**config.mk**
```make
export PLATFORM = sky130hd
export DESIGN_NAME = mod5_seq_ctrl
export DESIGN_NICKNAME = d
export VERILOG_FILES = /design/src/rtl/mod5_seq_ctrl.sv
export SDC_FILE = /design/constraint.sdc
export NUM_CORES = 1
export LEC_CHECK = 0
export ABC_CLOCK_PERIOD_IN_PS = 2100
export CAP_MARGIN = 30
export CORE_ASPECT_RATIO = 0.5
export CORE_MARGIN = 1.5
export CORE_UTILIZATION = 30
export CTS_CLUSTER_SIZE = 30
export DETAILED_ROUTE_END_ITERATION = 8
export PLACE_DENSITY_LB_ADDON = 0.25
export SLEW_MARGIN = 20
export SYNTH_ARGS = -nofsm -noshare
export SYNTH_HDL_FRONTEND = slang
export SYNTH_SLANG_ARGS = --single-unit
```
**constraint.sdc**
```tcl
create_clock -name clk -period 2.1 [get_ports clk]
set_input_delay 0.42 -clock clk [delete_from_list [all_inputs] [get_ports clk]]
set_output_delay 0.42 -clock clk [all_outputs]
set_load 0.1 [all_outputs]
```
**src/rtl/mod5_seq_ctrl.sv**
```systemverilog
// Two-requester divisibility-by-5 checker: round-robin arbitration, then a
// bit-serial (MSB first) remainder engine that reports rem, div5 and the requester id.
module mod5_seq_ctrl #(
  parameter int W = 8
) (
  input  logic         clk,
  input  logic         rst_n,
  input  logic         req0,
  input  logic [W-1:0] data0,
  input  logic         req1,
  input  logic [W-1:0] data1,
  output logic [1:0]   gnt,
  output logic         busy,
  output logic         ser_bit,
  output logic         done,
  output logic [2:0]   rem,
  output logic         div5,
  output logic         id
);

  localparam int CW = $clog2(W + 1);

  typedef enum logic [1:0] {
    IDLE  = 2'd0,
    SHIFT = 2'd1,
    DONE  = 2'd2
  } state_t;

  state_t         r_state;
  state_t         w_state_nxt;
  logic [W-1:0]   r_shift;
  logic [2:0]     r_work;
  logic [CW-1:0]  r_cnt;
  logic           r_sel;
  logic           r_last;
  logic [2:0]     r_rem;
  logic           r_div5;
  logic           r_id;

  logic           w_any_req;
  logic           w_pick1;
  logic           w_last_bit;
  logic [2:0]     w_rem_nxt;

  // Appending one bit to the operand: r' = (2r + b) mod 5. Out-of-range r recovers to 0.
  function automatic logic [2:0] mod5_step(input logic [2:0] r, input logic b);
    logic [2:0] res;
    case ({r, b})
      4'b000_0: res = 3'd0;
      4'b000_1: res = 3'd1;
      4'b001_0: res = 3'd2;
      4'b001_1: res = 3'd3;
      4'b010_0: res = 3'd4;
      4'b010_1: res = 3'd0;
      4'b011_0: res = 3'd1;
      4'b011_1: res = 3'd2;
      4'b100_0: res = 3'd3;
      4'b100_1: res = 3'd4;
      default:  res = 3'd0;
    endcase
    return res;
  endfunction

  assign w_any_req  = req0 | req1;
  // Requester 1 wins alone, or under contention when requester 0 was served last.
  assign w_pick1    = req1 & (~req0 | ~r_last);
  assign w_last_bit = (r_cnt == CW'(W - 1));
  assign w_rem_nxt  = mod5_step(r_work, r_shift[W-1]);

  always_comb begin
    gnt         = 2'b00;
    w_state_nxt = r_state;
    case (r_state)
      IDLE: begin
        if (rst_n && w_any_req) begin
          gnt         = w_pick1 ? 2'b10 : 2'b01;
          w_state_nxt = SHIFT;
        end
      end
      SHIFT: begin
        if (w_last_bit) begin
          w_state_nxt = DONE;
        end
      end
      DONE:    w_state_nxt = IDLE;
      default: w_state_nxt = IDLE;
    endcase
  end

  always_ff @(posedge clk) begin
    if (!rst_n) begin
      r_state <= IDLE;
      r_shift <= '0;
      r_work  <= 3'd0;
      r_cnt   <= '0;
      r_sel   <= 1'b0;
      r_last  <= 1'b1;
      r_rem   <= 3'd0;
      r_div5  <= 1'b0;
      r_id    <= 1'b0;
    end else begin
      r_state <= w_state_nxt;
      case (r_state)
        IDLE: begin
          if (w_any_req) begin
            r_shift <= w_pick1 ? data1 : data0;
            r_work  <= 3'd0;
            r_cnt   <= '0;
            r_sel   <= w_pick1;
            r_last  <= w_pick1;
          end
        end
        SHIFT: begin
          r_work  <= w_rem_nxt;
          r_shift <= {r_shift[W-2:0], 1'b0};
          r_cnt   <= r_cnt + CW'(1);
          // Result registers take the final remainder as the last bit is consumed.
          if (w_last_bit) begin
            r_rem  <= w_rem_nxt;
            r_div5 <= (w_rem_nxt == 3'd0);
            r_id   <= r_sel;
          end
        end
        default: begin
        end
      endcase
    end
  end

  assign busy    = (r_state != IDLE);
  assign done    = (r_state == DONE);
  assign ser_bit = (r_state == SHIFT) & r_shift[W-1];
  assign rem     = r_rem;
  assign div5    = r_div5;
  assign id      = r_id;

endmodule

```
# Word level (Yosys, flattened, before mapping)
# Memories as Yosys holds them, arrays and structs flattened. A register that Yosys moved wholly into a read port is not among the register bits.
# Cells that the tools add are included.
# Widths: inputs -> output; s select.
# word_totals
regBits	24
latch_bits	0
ramBits	0
mem_bits_ro	48
input_bits	20
out_inout_bits	10
wordCells	47
mem_count	1
# op_classes
add_sub_neg	1
multipliers	0
div_mod_pow	0
n_lt_le_gt_ge	0
eq_ne	6
shifts	0
mux	15
bitwise_logic	6
n_reduce_logical	9
# memory_table
memory	words	word_bits	rd	rd_clocked_by_memory_dff	wr	line	text
(name not given)	16	3	1	1	0	48	case ({r, b})
# ops
cell	count
$mux 8	2
$pmux 8 s2	1
$mux 4	3
$mux 2	5
$pmux 4 s2	1
$reduce_and 2->1	4
$ne 2x2->1 const B	3
$pmux 3 s2	1
$add 4x1->4 const B	1
$eq 4x3->1 const B	1
$pmux 2 s2	1
$reduce_bool 2->1	2
$logic_not 3->1	1
$mux 3	1
$and 1x1->1	2
$eq 2x1->1 const B	1
$eq 2x2->1 const B	1
$logic_not 2->1	1
$not 1->1	2
$or 1x1->1	2
$logic_and 1x1->1	1

# Longest topological paths before layout
# logic_depth
depth_word	8
depth_mapped	7
ltp_nobuf	5

# Least setup slack after synthesis
# OpenSTA, ideal clock, no wires.
# synth_timing
kind	flip-flop to output port
startpoint	register r_state[0]
endpoint	output gnt[1]
arrival_time_ps	3219
t_required_ps	1680
path_slack_ps	-1539
stages_incl_launch_ff	5
path_buffers	1
cell_sequence	dfxtp_1 -> buf_2 -> nor2_1 -> inv_1 -> nor3_1
# synth_via
elab_chain_cells	2
# synth_rtl
item	line	text
start: declaration	29	state_t r_state;
start signal: assignment	102	r_state <= w_state_nxt;
$logic_not 2->1	73	case (r_state)
$mux 2	73	
end: declaration	12	output logic [1:0] gnt,
# No other way between the ends.

# Final worst setup path
# layout_timing
startpoint	input rst_n
endpoint	output gnt[1]
# layout_via
elab_chain_cells	3
# layout_rtl
item	line	text
start: declaration	7	input logic rst_n,
$logic_and 1x1->1	75	if (rst_n && w_any_req) begin
$mux 2	75	
$mux 2	73	
# No other way between the ends.

==> impl_metrics.py <==
metrics = {
    "grt": {
        "grt_max_degree": 20,
        "grtUsageTotal": 0.126,
        "grt_pass1_wl_um": 4600,
        "antenna_found_initial": 0,
        "first_global_vias": 1054,
        "grt_remaining_overflow": 0,
    },
    "clock_tree": {
        "numCtsBuffers": 3,
        "htree_levels": 1,
        "clk_pin_slew_ns": 0.09,
        "cts.sinks": 27,
        "root_buffer": "clkbuf_8",
        "clkLatencyLatePin_ns": 0.27,
        "hold_buffers": 0,
        "cts_tree": "built",
        "cts_buffer_depth": 2,
    },
    "timing": {
        "setup_ws_ns": 0.0692,
        "worst_slew_pin_slew_ns": 0.388,
        "fmax_ghz": 0.492,
        "setup_viol": 0,
        "period_needed_ns": 2.03,
        "hold_viol": 0,
        "slew_viol_final": 0,
        "relSlewSlack": 0.741,
        "finClkSkew_ns": 0.00166,
        "finalCritPeriodShare": 0.967,
        "grt_setup_unrepaired": "no",
    },
    "die": {
        "die_h_um": 48.6,
        "core_sq_um": 3940,
        "fp.dieArea_sq_um": 4570,
        "rows": 16,
        "io_pins": 30,
        "start_util": 0.316,
        "die_w_um": 94.2,
    },
    "setup_path": {
        "critPathArrivalTime_ns": 1.61,
        "crit_start": "rst_n",
        "crit_type": "input port to output pin",
        "required_ns": 1.68,
        "reg2reg_from": "r_state[1]$_SDFFE_PN0P_",
        "crit_slowest_cell": "clkdlybuf4s50_1",
        "start_kind": "input port",
        "critPathMaxStageDelay_ns": 0.57,
        "cp_cell_sequence": "clkdlybuf4s50_1 > inv_1 > nor3_4 > buf_12",
        "crit_fanout": 4,
        "endpoint_kind": "output pin",
    },
    "synth": {
        "synth_edf_count": 0,
        "synth_top_cells_by_area": "dfxtp_1 (43%), mux2i_1 (10%), nor2_1 (8.1%), a221oi_1 (5.6%), a21oi_1 (2.4%)",
        "synth_top_area_frac": 0.434,
        "synth_cell_types": 35,
        "synthCells": 140,
        "synth_top_cell_by_area": "dfxtp_1",
        "synth_ff_type": "dfxtp_1",
        "synth_area_sq_um": 1250,
        "synth-seq-cells": 27,
        "async_flop_share": 0,
        "syn_avg_cell_area_sq_um": 8.90,
        "syn_nets": 161,
        "synth_warnings": 0,
        "yosysSeqAreaShare": 0.434,
        "synth_common_cells": "dfxtp_1 (27), nor2_1 (27), mux2i_1 (13)",
    },
    "power_and_ir_drop": {
        "irDropWorstVdd_mv": 0.251,
        "powerDensity_nw_per_um2": 589,
        "p_leak_nw": 0.751,
    },
    "place": {
        "pre_cts_ws_ns": -0.183,
        "gp_congestion": 0.794,
        "dp_hpwl_um": 2180,
        "port_buffers": 29,
        "postPlaceCellArea_sq_um": 1750,
    },
    "flow_run": {
        "drv_cap": 0,
    },
    "routing": {
        "vias_per_cell": 4.90,
        "firstDrtPassIters": 4,
        "drtIter0Drc": 27,
        "drt-total-wl_um": 2920,
        "ant_nets": 0,
        "wl_per_cell_um": 12.4,
        "drcViolationCount": 0,
        "via_count": 1151,
    },
    "outcome": {
        "status": "completed",
    },
    "final_layout": {
        "fin_area_sq_um": 1830,
        "area_growth_pct": 47.1,
        "n_antenna_cell": 0,
        "drive_above_1_share": 0.232,
        "nets": 203,
        "num-fill-cells": 405,
    },
    "min_path": {
        "hp-class": "flop to flop",
        "hp-start": "r_cnt[3]$_SDFFE_PN0N_",
    },
}
## stage by stage
step                      TNS, ns  power [mW]  instances  utilization  hold WS [ns]
after floorplan            -0.331       0.690        140            -         0.452
after global placement     -0.368       0.788        229        0.444         0.464
after detailed placement   -0.477       0.791        229        0.444         0.482
after CTS                 -0.0101        1.08        235        0.461         0.494
after global routing            0        1.13        235        0.465         0.522
final                           0        1.08        235        0.465         0.490
## power breakdown
group	total, mW	internal [mW]	switching (mW)
logic	0.235	0.118	0.117
registers	0.551	0.534	0.0173
clock network	0.294	0.136	0.158
## worst paths after layout
path | slack (ns) | end | cells past startpoint
max | 0.07 | gnt[1] | 4
min | 0.49 | r_cnt[3]$_SDFFE_PN0N_ | 2
max reg2reg | 0.28 | w_rem_nxt[0]$_DFF_P_ | 6
min reg2reg | 0.49 | r_cnt[3]$_SDFFE_PN0N_ | 2
## area by class of cell
class / count / area (sq um) / share of cell area
clock buffer: 4 / 45.0 / 0.0246
inverter: 4 / 15.0 / 0.00819
tap: 54 / 67.6 / 0.0369
timing repair buffer: 47 / 480 / 0.262
sequential: 27 / 542 / 0.296
multi-input combinational: 99 / 683 / 0.373
## cell families after synthesis
kind of cell	after synthesis	synth area share
simple gates	57	0.232
mux	13	0.104
fa+ha+maj	1	0.0100
buf+inv	14	0.0492
flops	27	0.434
compound gates	28	0.171
## sequential cells by signal, summed over array words and instances (netlist names), 2 cells and up
name       cells
r_state        2
w_rem_nxt      3
r_cnt          4
r_shift        8
rem            3
r_work         3
## per-layer routing
layer / GRT usage / up-vias / share of wire / routed length [um]
li1: - / 591 / - / -
met2: 0.215 / 23 / 0.46 / 1360
met1: 0.161 / 533 / 0.49 / 1440
met5: 0 / - / 0 / 0
met4: 0.0348 / 0 / 0.0086 / 25
met3: 0.0283 / 4 / 0.033 / 97
## critical path, delay by kind of cell
kind          cells  cell delay, ns
buf+inv           3            0.92
simple gates      1            0.26
## cell usage in the layout (no fill, tap or decap), types with 4 or more instances in the layout
cell             instances
nor2_1                  27
dfxtp_1                 26
buf_4                   21
clkdlybuf4s50_1         17
mux2i_1                 13
a221oi_1                 8
a21oi_1                  6
buf_12                   6
inv_1                    4
o21ai_0                  4
## timing repair
action | CTS | global route
cloned | 0 | 0
resized for setup | 3 | 4
setup buffers | 2 | 0
endpoints found under the setup margin | 2 | 3
pin swaps | 1 | 0
Note: power is estimated with default switching activity, not from simulation.
